### config.mk
export PLATFORM = sky130hd
export DESIGN_NAME = spi_slave
export DESIGN_NICKNAME = d
export VERILOG_FILES = /design/src/rtl/spi_pkg.sv /design/src/rtl/spi_sync.sv /design/src/rtl/spi_slave.sv
export SDC_FILE = /design/constraint.sdc
export NUM_CORES = 1
export LEC_CHECK = 0
export ABC_CLOCK_PERIOD_IN_PS = 1900
export CORE_MARGIN = 5
export CORE_UTILIZATION = 47
export CTS_CLUSTER_SIZE = 16
export DETAILED_ROUTE_END_ITERATION = 8
export MAX_ROUTING_LAYER = met4
export PLACE_DENSITY_LB_ADDON = 0.12
export SETUP_SLACK_MARGIN = 0.02
export SKIP_LAST_GASP = 1
export SLEW_MARGIN = 20
export SYNTH_ARGS = -nofsm -noshare
export SYNTH_HDL_FRONTEND = slang
export SYNTH_SLANG_ARGS = --single-unit
### constraint.sdc
create_clock -name clk -period 1.9 [get_ports clk]
set_clock_uncertainty 0.2 [all_clocks]
set_input_delay 0.285 -clock clk [delete_from_list [all_inputs] [get_ports clk]]
set_output_delay 0.285 -clock clk [all_outputs]
set_load 0.01 [all_outputs]
### src/rtl/spi_pkg.sv
// Shared SPI constants: frame width, slave FSM encodings, idle fill pattern
// and the timing constants used by the matching SPI master.
package spi_pkg;

    localparam int LEN_DATA    = 8;
    localparam int SYNC_STAGES = 2;

    localparam logic [1:0] ST_IDLE  = 2'd0;
    localparam logic [1:0] ST_SHIFT = 2'd1;
    localparam logic [1:0] ST_DONE  = 2'd2;

    // Shifted out whenever the host has not supplied a byte in time.
    localparam logic [LEN_DATA-1:0] IDLE_PATTERN = 8'hFF;

    localparam int   MASTER_CLK_DIV = 8;
    localparam logic MASTER_CPOL    = 1'b0;
    localparam logic MASTER_CPHA    = 1'b0;

endpackage

### src/rtl/spi_sync.sv
// Multi-flop synchronizer for one asynchronous input, with single-cycle
// rise/fall strobes derived from the synchronized level.
module spi_sync #(
    parameter int   STAGES    = 2,
    parameter logic RESET_VAL = 1'b0
) (
    input  logic clk,
    input  logic rst,
    input  logic async_i,
    output logic sync_o,
    output logic rise_o,
    output logic fall_o
);

    logic [STAGES-1:0] sync_q;
    logic              prev_q;

    always_ff @(posedge clk or posedge rst) begin
        if (rst) begin
            sync_q <= {STAGES{RESET_VAL}};
            prev_q <= RESET_VAL;
        end else begin
            sync_q[0] <= async_i;
            for (int i = 1; i < STAGES; i++) begin
                sync_q[i] <= sync_q[i-1];
            end
            prev_q <= sync_q[STAGES-1];
        end
    end

    assign sync_o = sync_q[STAGES-1];
    assign rise_o = sync_q[STAGES-1] & ~prev_q;
    assign fall_o = ~sync_q[STAGES-1] & prev_q;

endmodule

### src/rtl/spi_slave.sv
// Mode-0 SPI slave: MOSI captured on SCLK rise, MISO advanced on SCLK fall,
// single-byte staging register on the transmit side.
module spi_slave
    import spi_pkg::*;
#(
    parameter int LEN_DATA    = spi_pkg::LEN_DATA,
    parameter int SYNC_STAGES = spi_pkg::SYNC_STAGES
) (
    input  logic                clk,
    input  logic                rst,
    input  logic                SCLK,
    input  logic                SS,
    input  logic                MOSI,
    output logic                MISO,
    input  logic [LEN_DATA-1:0] tx_data,
    input  logic                tx_load,
    output logic                tx_ready,
    output logic [LEN_DATA-1:0] rx_data,
    output logic                rx_valid,
    output logic                frame_err,
    output logic                busy
);

    localparam int CW = (LEN_DATA > 1) ? $clog2(LEN_DATA) : 1;
    localparam logic [CW-1:0] LAST_BIT = CW'(LEN_DATA - 1);
    // The idle pattern is all-ones, so it is widened by replication.
    localparam logic [LEN_DATA-1:0] FILL = {LEN_DATA{IDLE_PATTERN[0]}};

    logic sclkRise, sclkFall;
    logic ssSync, ssRise, ssFall;
    logic [SYNC_STAGES-1:0] mosiSync_q;
    logic mosiBit;

    logic [1:0]          state_q,   state_d;
    logic [CW-1:0]       cnt_q,     cnt_d;
    logic [LEN_DATA-1:0] rxShift_q, rxShift_d;
    logic [LEN_DATA-1:0] rxData_q,  rxData_d;
    logic                rxValid_q, rxValid_d;
    logic                frameErr_q, frameErr_d;
    logic [LEN_DATA-1:0] txShift_q, txShift_d;
    logic [LEN_DATA-1:0] staging_q, staging_d;
    logic                txReady_q, txReady_d;

    logic                consume;
    logic                lastRise;
    logic [LEN_DATA-1:0] rxNext;
    logic [LEN_DATA-1:0] stageOut;

    spi_sync #(.STAGES(SYNC_STAGES), .RESET_VAL(1'b0)) uSclkSync (
        .clk(clk), .rst(rst), .async_i(SCLK),
        .sync_o(), .rise_o(sclkRise), .fall_o(sclkFall)
    );

    spi_sync #(.STAGES(SYNC_STAGES), .RESET_VAL(1'b1)) uSsSync (
        .clk(clk), .rst(rst), .async_i(SS),
        .sync_o(ssSync), .rise_o(ssRise), .fall_o(ssFall)
    );

    always_ff @(posedge clk or posedge rst) begin
        if (rst) begin
            mosiSync_q <= '0;
        end else begin
            mosiSync_q[0] <= MOSI;
            for (int i = 1; i < SYNC_STAGES; i++) begin
                mosiSync_q[i] <= mosiSync_q[i-1];
            end
        end
    end

    assign mosiBit  = mosiSync_q[SYNC_STAGES-1];
    assign rxNext   = {rxShift_q[LEN_DATA-2:0], mosiBit};
    assign stageOut = txReady_q ? FILL : staging_q;
    assign lastRise = sclkRise && (cnt_q == LAST_BIT);

    always_comb begin
        state_d    = state_q;
        cnt_d      = cnt_q;
        rxShift_d  = rxShift_q;
        rxData_d   = rxData_q;
        rxValid_d  = 1'b0;
        frameErr_d = 1'b0;
        txShift_d  = txShift_q;
        consume    = 1'b0;

        case (state_q)
            ST_IDLE: begin
                if (ssFall) begin
                    state_d   = ST_SHIFT;
                    cnt_d     = '0;
                    consume   = 1'b1;
                    txShift_d = stageOut;
                end
            end
            ST_SHIFT: begin
                // The fall right after the last rise belongs to the finished
                // byte; gating on a nonzero count keeps it off the reloaded byte.
                if (sclkRise) begin
                    rxShift_d = rxNext;
                    if (lastRise) begin
                        cnt_d     = '0;
                        rxData_d  = rxNext;
                        rxValid_d = 1'b1;
                        state_d   = ssRise ? ST_IDLE : ST_DONE;
                    end else begin
                        cnt_d = cnt_q + 1'b1;
                    end
                end else if (sclkFall && (cnt_q != '0)) begin
                    txShift_d = txShift_q << 1;
                end
                if (ssRise && !lastRise) begin
                    state_d    = ST_IDLE;
                    cnt_d      = '0;
                    frameErr_d = (cnt_q != '0);
                end
            end
            ST_DONE: begin
                if (ssSync) begin
                    state_d = ST_IDLE;
                end else begin
                    state_d   = ST_SHIFT;
                    consume   = 1'b1;
                    txShift_d = stageOut;
                end
            end
            default: state_d = ST_IDLE;
        endcase

        staging_d = staging_q;
        txReady_d = txReady_q;
        if (tx_load && (txReady_q || consume)) begin
            staging_d = tx_data;
            txReady_d = 1'b0;
        end else if (consume) begin
            txReady_d = 1'b1;
        end
    end

    always_ff @(posedge clk or posedge rst) begin
        if (rst) begin
            state_q    <= ST_IDLE;
            cnt_q      <= '0;
            rxShift_q  <= '0;
            rxData_q   <= '0;
            rxValid_q  <= 1'b0;
            frameErr_q <= 1'b0;
            txShift_q  <= '0;
            staging_q  <= '0;
            txReady_q  <= 1'b1;
        end else begin
            state_q    <= state_d;
            cnt_q      <= cnt_d;
            rxShift_q  <= rxShift_d;
            rxData_q   <= rxData_d;
            rxValid_q  <= rxValid_d;
            frameErr_q <= frameErr_d;
            txShift_q  <= txShift_d;
            staging_q  <= staging_d;
            txReady_q  <= txReady_d;
        end
    end

    assign busy      = (state_q != ST_IDLE);
    assign MISO      = busy & txShift_q[LEN_DATA-1];
    assign rx_data   = rxData_q;
    assign rx_valid  = rxValid_q;
    assign frame_err = frameErr_q;
    assign tx_ready  = txReady_q;

endmodule

# Yosys cells after proc, flatten, opt, wreduce, memory -nomap -nowiden
# Cells that the tools add are included.
# totals
out_inout_bits	13
regBits	47
word_cells	78
# op_classes
bitwise_logic	9
n_mux	28
eq_ne	9
addsub	1
reduce_logical	17
# ops
op	n
8-bit 2-to-1 mux	5
8-bit case mux with 3 select lines	1
3-bit 2-to-1 mux	4
1-bit 2-to-1 mux	10
2-bit 2-to-1 mux	5
3-bit AND reduction	3
2-bit inequality test, second input constant	4
3-bit inequality test, second input constant	2
2-bit case mux with 3 select lines	1
3-bit case mux with 2 select lines	1
2-bit nonzero test	3
3-bit nonzero test	2
1-bit AND	5
5-bit AND reduction	1
1-bit logical AND	4
1-bit inverter	4
3-bit by 1-bit adder with 3-bit output, second input constant	1
3-bit equality test, second input constant	1
2-bit by 1-bit equality test with 1-bit output, second input constant	1
2-bit equality test, second input constant	1
2-bit zero test	1
1-bit case mux with 2 select lines	1
2-bit AND reduction	1
1-bit zero test	1
1-bit logical OR	1

# Logic depth before layout (Yosys ltp)
# Gate-level depths: netlist of run 1.
# logic_depth
depth_word	7
depth_mapped	7

# Hierarchy
# Synthesis of run 1 repeated with hierarchy kept, for this count alone.
# unflattened
cells_unflattened	152
area_unflattened_um2	1953.1
# modules_own_cells
module	n_inst	cells_per_inst	seq_area_each_um2	area_each_um2
spi_slave	1	140	1027.2	1761.7
spi_sync at uSsSync	1	6	78.8	97.6
spi_sync at uSclkSync	1	6	75.1	93.8

# Least setup slack after synthesis of run 1
# Ideal clock, no wire load.
# synth_path
path_kind	register to register
from	register cnt_q[0]
to	register txShift_q[1]
path_stages_with_launch	8
slack_ns	0.076
t_arrival_ns	1.547
setup_time_ns	0.077
cell_sequence	dfrtp_1 inv_1 ha_1 nor2b_1 or4_4 buf_6 and2b_4 a21oi_1
# synth_via
elab_chain_len	4
# synth_lines
item	line_no	source
start: declaration	spi_slave.sv:35	logic [CW-1:0] cnt_q, cnt_d;
start signal: assignment	spi_slave.sv:151	cnt_q <= cnt_d;
3-bit nonzero test	spi_slave.sv:107	end else if (sclkFall && (cnt_q != '0)) begin
1-bit logical AND	spi_slave.sv:107	
2-bit inequality test (no source line)	n/a	
5-bit AND reduction (no source line)	n/a	
end signal: assignment	spi_slave.sv:156	txShift_q <= txShift_d;
end: declaration	spi_slave.sv:40	logic [LEN_DATA-1:0] txShift_q, txShift_d;
# No other way between the ends.
# A chain may end at the register's enable or synchronous reset.

# Worst setup path after layout of run 1
# layout_path
from	register state_q[0]
to	output port MISO
# layout_via
elab_chain_len	2
# layout_lines
item	line_no	source
start: declaration	spi_slave.sv:34	logic [1:0] state_q, state_d;
start signal: assignment	spi_slave.sv:150	state_q <= state_d;
2-bit nonzero test	spi_slave.sv:162	assign busy = (state_q != ST_IDLE);
1-bit AND	spi_slave.sv:163	assign MISO = busy & txShift_q[LEN_DATA-1];
end: declaration	spi_slave.sv:14	output logic MISO,
# No other way between the ends.

==> results of run 1 <==
-- power breakdown --
part           switching (mW)  internal (mW)  leakage, nW
Clock                   0.341          0.525       0.0644
Sequential              0.136           1.21        0.578
Combinational           0.187          0.250        0.461
-- worst max path at each step --
stage | from | end | slack [ns] | cells past startpoint
finish | state_q[0] | MISO | 0.03 | 3
CTS | state_q[0] | MISO | -0.05 | 3
global placement | cnt_q[0] | txShift_q[4] | 0.07 | 6
global route | cnt_q[0] | txShift_q[1] | -0.03 | 6
floorplan | cnt_q[0] | txShift_q[1] | 0.08 | 7
detailed placement | cnt_q[0] | txShift_q[2] | -0.02 | 6
-- area by class of cell --
class                           count  area share [%]
Clock buffer                        5            2.87
Clock inverter                      3            2.82
Timing Repair Buffer               33            14.0
Inverter                           12            1.88
Multi-Input combinational cell     76            26.7
Sequential cell                    47            49.3
Tap cell                           48            2.51
-- per-stage QoR --
stage / setup slack, ns / instance area, um2 / hold WS (ns) / total power [mW] / utilization, %
after floorplan: 0.0757 / 1850 / 0.0895 / 1.62 / -
after global placement: 0.0678 / 2220 / 0.133 / 1.75 / 59.3
after detailed placement: -0.0230 / 2220 / 0.140 / 1.78 / 59.3
after CTS: -0.0453 / 2370 / 0.154 / 2.66 / 63.4
after global routing: -0.0338 / 2400 / 0.164 / 2.79 / 64.0
final: 0.0289 / 2400 / 0.143 / 2.65 / 64.0
-- layout by cell type (no fill, tap or decap), types with 3 or more instances in the layout --
cell / n
dfstp_2: 4
buf_4: 5
a21oi_1: 8
dfrtp_1: 43
inv_1: 11
mux2_2: 25
nor2_1: 5
nor3_1: 3
o22ai_1: 7
a21oi_2: 3
clkbuf_8: 5
clkdlybuf4s50_1: 23
-- flip-flops by register name (all words and copies together), names as in the netlist, 2 cells and up --
register and cells:
cnt_q 3, mosiSync_q 2, rxShift_q 7, rx_data 8, staging_q 8, state_q 2, txShift_q 8, uSclkSync.sync_q 2
uSsSync.sync_q 2
-- timing repair --
item / CTS / global route
setup endpoints to repair: 10 / 25
resized for setup: 7 / 6
pin swaps: 0 / 0
gates cloned: 1 / 0
setup buffers: 0 / 1
-- metal layers --
layer	global-route usage (%)	share of wire, %
met1	19.3	46
met2	22.0	49
met3	4.82	4.2
met4	5.53	0.68
met5	-	0
-- synthesized netlist by cell type (2+ instances only) --
cell     number
nor2b_1       3
nor3_1        3
inv_1        12
dfstp_2       4
o22ai_1       7
a21oi_1      11
dfrtp_1      43
ha_1          3
nand2_1       2
nor2_1        5
mux2_2       25
-- worst max-delay path, cell delays in order (launching register included) --
cell	delay (ns)
dfrtp_1	0.41
or2_2	0.31
and2_1	0.16
clkdlybuf4s15_1	0.22
-- cells by family (layout without fill, tap and decap cells) --
group | count (synthesis) | count (layout)
DFF | 47 | 47
buffers and inverters | 15 | 53
muxes | 26 | 26
AOI/OAI and AO/OA | 21 | 21
and+or+nand+nor | 25 | 26
adders and majority gates | 3 | 3
==> results.py, run 1 <==
metrics = {
    "status": {
        "outcome": "complete, no violations",
    },
    "floorplan": {
        "fp.dieH_um": 72.7,
        "start_util_pct": 49.4,
        "rows": 22,
        "die_w_um": 72.7,
        "die-area_mm2": 0.00529,
        "ios": 27,
        "design.core.area_mm2": 0.00374,
    },
    "sta": {
        "fmax_mhz": 534,
        "setup_viol": 0,
        "tns_ns": 0,
        "fin_crit_sh_pct": 98.5,
        "drv_slew": 0,
        "tightest_slew_ns": 0.329,
        "finalHoldViolations": 0,
        "grt_setup_unrepaired": "yes",
        "slew_headroom_pct": 77.9,
        "fin_crit_ns": 1.87,
    },
    "global_routing": {
        "first_global_vias": 1271,
        "grt_usage_pct": 15.0,
        "grt_max_degree": 48,
        "grt_overflow": 0,
        "grt_antenna_before_repair": 0,
        "grt_pass1_wl_um": 5910,
    },
    "cells_and_area": {
        "seq_area_mm2": 0.00118,
        "area_growth_pct": 29.6,
        "nNetsFinal": 192,
        "multi_input_area_um2": 639,
        "drive_gt1_share_pct": 33.0,
        "fill_cells": 314,
        "fin_cells": 224,
        "antenna_cells": 0,
    },
    "power": {
        "vdd_drop_max_uv": 580,
        "cellLeakagePower_nw": 1.10,
        "power_per_cell_area_mw_per_mm2": 1110,
    },
    "worst_setup_path": {
        "cp_max_fo": 4,
        "worstSetupStartpointType": "flop",
        "worstPathRequired_ns": 1.41,
        "r2r_end": "txShift_q[4]",
        "critPathCaptureType": "output port",
        "r2r_slack_ns": 0.04,
        "rr_startpoint": "cnt_q[0]",
        "path_class": "flop to output port",
        "reg2regPathDepth": 6,
        "worst_ep_arrival_time_ns": 1.39,
    },
    "clock_network": {
        "h-tree-depth": 2,
        "cts_hold_buf": 0,
        "cts_tree": "yes",
        "cts_made_buffers": 5,
        "cts_sinks": 47,
        "cts_root_buf": "clkbuf_8",
        "clockBufferDepth": 2,
        "clkTransAtPathRegs_ns": 0.09,
        "clock_latency_ns": 0.30,
    },
    "synthesis": {
        "synthTopCellsByArea": "dfrtp_1, mux2_2, dfstp_2, a21oi_1, inv_1",
        "yosysSeqAreaShare_pct": 63.9,
        "yosys.cell_types.count": 30,
        "muxShareOfSynthArea_pct": 15.8,
        "synthesis.nets": 154,
        "synth_adder_area_share_pct": 2.03,
        "synth_top_area_share_pct": 58.2,
        "synth_top_family_by_area": "multiplexers",
        "synth-async-reset-ratio_pct": 100,
        "synth_top_area_cell": "dfrtp_1",
        "synth_area_mm2": 0.00185,
        "synth-xor-area-share_pct": 0,
        "synth-main-ff-cell": "dfrtp_1",
        "ys_ff_latch": 47,
        "synth_cells": 137,
        "synth-simple-area-share_pct": 8.05,
        "yosysWarnings": 0,
        "synth_edf_count": 0,
        "synth_compound_area_share_pct": 6.77,
        "avgSynthCellArea_um2": 13.5,
    },
    "routing": {
        "totalWireLength_um": 3370,
        "drtPass1Iterations": 3,
        "ant_nets": 0,
        "route.detailed.drc": 0,
        "drt-wirelength-per-cell_um": 15.0,
        "routed_via_density": 5.15,
        "vias": 1153,
        "drt_iter0_drc": 27,
    },
    "placement": {
        "gp_congestion": 0.787,
        "place_hpwl_um": 2310,
        "port_buffers": 26,
        "dp.cells": 214,
    },
    "hold_path": {
        "hold_path_class": "primary input to async pin",
    },
    "run": {
        "cap_violations": 0,
    },
}
(Power assumes the default switching activity.)
==> inputs of run 2 (changes only) <==
--- a/config.mk
+++ b/config.mk
@@ -10,10 +10,10 @@
 export CORE_UTILIZATION = 47
 export CTS_CLUSTER_SIZE = 16
 export DETAILED_ROUTE_END_ITERATION = 8
+export HOLD_SLACK_MARGIN = 0.08
 export MAX_ROUTING_LAYER = met4
-export PLACE_DENSITY_LB_ADDON = 0.12
+export PLACE_DENSITY = 0.73
 export SETUP_SLACK_MARGIN = 0.02
-export SKIP_LAST_GASP = 1
 export SLEW_MARGIN = 20
 export SYNTH_ARGS = -nofsm -noshare
 export SYNTH_HDL_FRONTEND = slang
==> results.py, run 2 (synthesis gave the netlist of run 1 again) <==
metrics = {
    "status": {
        "outcome": "complete, no violations",
    },
    "global_routing": {
        "first_global_vias": 1268,
        "grt_antenna_before_repair": 0,
        "grt_pass1_wl_um": 6210,
        "grt_overflow": 0,
        "grt_usage_pct": 16.0,
        "grt_max_degree": 36,
    },
    "run": {
        "cap_violations": 0,
    },
    "sta": {
        "fin_crit_ns": 1.86,
        "tns_ns": 0,
        "fmax_mhz": 538,
        "setup_viol": 0,
        "grt_setup_unrepaired": "yes",
        "fin_crit_sh_pct": 97.8,
        "tightest_slew_ns": 0.480,
        "drv_slew": 0,
        "finalHoldViolations": 0,
        "slew_headroom_pct": 67.8,
    },
    "worst_setup_path": {
        "cp_max_fo": 7,
        "worst_ep_arrival_time_ns": 1.88,
        "critPathCaptureType": "flop",
        "worstSetupStartpointType": "flop",
        "worstPathRequired_ns": 1.93,
        "path_class": "flop to flop",
    },
    "cells_and_area": {
        "fin_cells": 228,
        "antenna_cells": 0,
        "layout_commonest_cell": "dfrtp_1",
        "drive_gt1_share_pct": 36.1,
        "final_cell_mix": "dfrtp_1, mux2_2, clkdlybuf4s50_1",
        "nNetsFinal": 196,
        "fill_cells": 294,
        "area_growth_pct": 29.8,
    },
    "routing": {
        "routed_via_density": 5.36,
        "drtPass1Iterations": 4,
        "route.detailed.drc": 0,
        "drt-wirelength-per-cell_um": 16.3,
        "drt_iter0_drc": 69,
        "ant_nets": 0,
        "totalWireLength_um": 3720,
        "vias": 1223,
    },
    "clock_network": {
        "clkTransAtPathRegs_ns": 0.08,
        "cts_made_buffers": 5,
        "h-tree-depth": 2,
        "cts_root_buf": "clkbuf_8",
        "clock_latency_ns": 0.30,
        "cts_tree": "yes",
        "cts_sinks": 47,
        "clockBufferDepth": 2,
    },
    "hold_path": {
        "hold_path_class": "flop to flop",
    },
    "placement": {
        "gp_congestion": 0.862,
        "dp.cells": 215,
        "place_hpwl_um": 2510,
        "port_buffers": 26,
    },
    "floorplan": {
        "rows": 22,
        "die-area_mm2": 0.00529,
        "die_w_um": 72.7,
        "fp.dieH_um": 72.7,
        "ios": 27,
        "start_util_pct": 49.4,
        "design.core.area_mm2": 0.00374,
    },
    "power": {
        "vdd_drop_max_uv": 509,
        "cellLeakagePower_nw": 1.11,
        "power_per_cell_area_mw_per_mm2": 1030,
    },
}
## run 2: cell type report
class | instances | area [um2] | share of cell area, %
inverter | 12 | 45.0 | 1.88
multi-input combinational | 76 | 659 | 27.5
sequential | 47 | 1180 | 49.2
tap | 48 | 60.1 | 2.50
clock buffer | 7 | 86.3 | 3.60
clock inverter | 1 | 5.00 | 0.209
timing repair buffer | 37 | 363 | 15.1
## run 2: worst paths after layout
| check | startpoint | end | slack (ns) | depth (start not counted) |
|---|---|---|---|---|
| max in group asynchronous | rst | tx_ready | 0.32 | 4 |
| worst min-delay path | mosiSync_q[0] | mosiSync_q[1] | 0.15 | 0 |
| worst max register to register | state_q[1] | txShift_q[5] | 0.04 | 5 |
| worst max-delay path | state_q[1] | txShift_q[5] | 0.04 | 5 |
| worst min register to register | mosiSync_q[0] | mosiSync_q[1] | 0.15 | 0 |
| min in group asynchronous | rst | rx_data[1] | 0.61 | 3 |
## run 2: where the power goes
group	total (mW)	switching, mW	leakage (nW)	internal, mW
sequential	1.36	0.146	0.578	1.21
clock	0.604	0.311	0.0482	0.294
combinational	0.507	0.223	0.485	0.283
## run 2: timing repair
item,4_1_cts,5_1_grt
gates cloned,1,0
resized for setup,6,13
endpoints found under the setup margin,10,25
setup buffers,2,1
hold endpoints to repair,12,0
pin swaps,0,4
hold buffers,1,0
## run 2: worst max-delay path: stages (launching register included)
cell and delay [ns]:
dfrtp_1 0.37, buf_4 0.14, nand2b_4 0.16, or4_4 0.53, and2b_4 0.24, a21oi_2 0.15
## run 2: layer usage
layer / global-route usage [%] / wire, um
met1: 20.7 / 1570
met2: 23.2 / 1810
met3: 5.79 / 258
met4: 5.33 / 82
met5: - / 0
## run 2: stage by stage
step / area, um2 / hold slack (ns) / total power, mW / worst slack [ns] / util [%]
final: 2400 / 0.155 / 2.47 / 0.0410 / 64.1
after global routing: 2400 / 0.163 / 2.62 / -0.0271 / 64.1
after CTS: 2360 / 0.155 / 2.42 / 0.00269 / 63.0
after global placement: 2230 / 0.136 / 1.75 / 0.0868 / 59.5
after floorplan: 1850 / 0.0895 / 1.62 / 0.0757 / -
after detailed placement: 2230 / 0.136 / 1.80 / 0.000420 / 59.5
==> inputs of run 3 (changes only) <==
--- a/config.mk
+++ b/config.mk
@@ -8,6 +8,7 @@
 export ABC_CLOCK_PERIOD_IN_PS = 1900
 export CORE_MARGIN = 5
 export CORE_UTILIZATION = 47
+export CTS_CLUSTER_DIAMETER = 200
 export CTS_CLUSTER_SIZE = 16
 export DETAILED_ROUTE_END_ITERATION = 8
 export HOLD_SLACK_MARGIN = 0.08
==> results of run 3 <==
The final DEF is identical to that of run 2; final timing and power are the same.
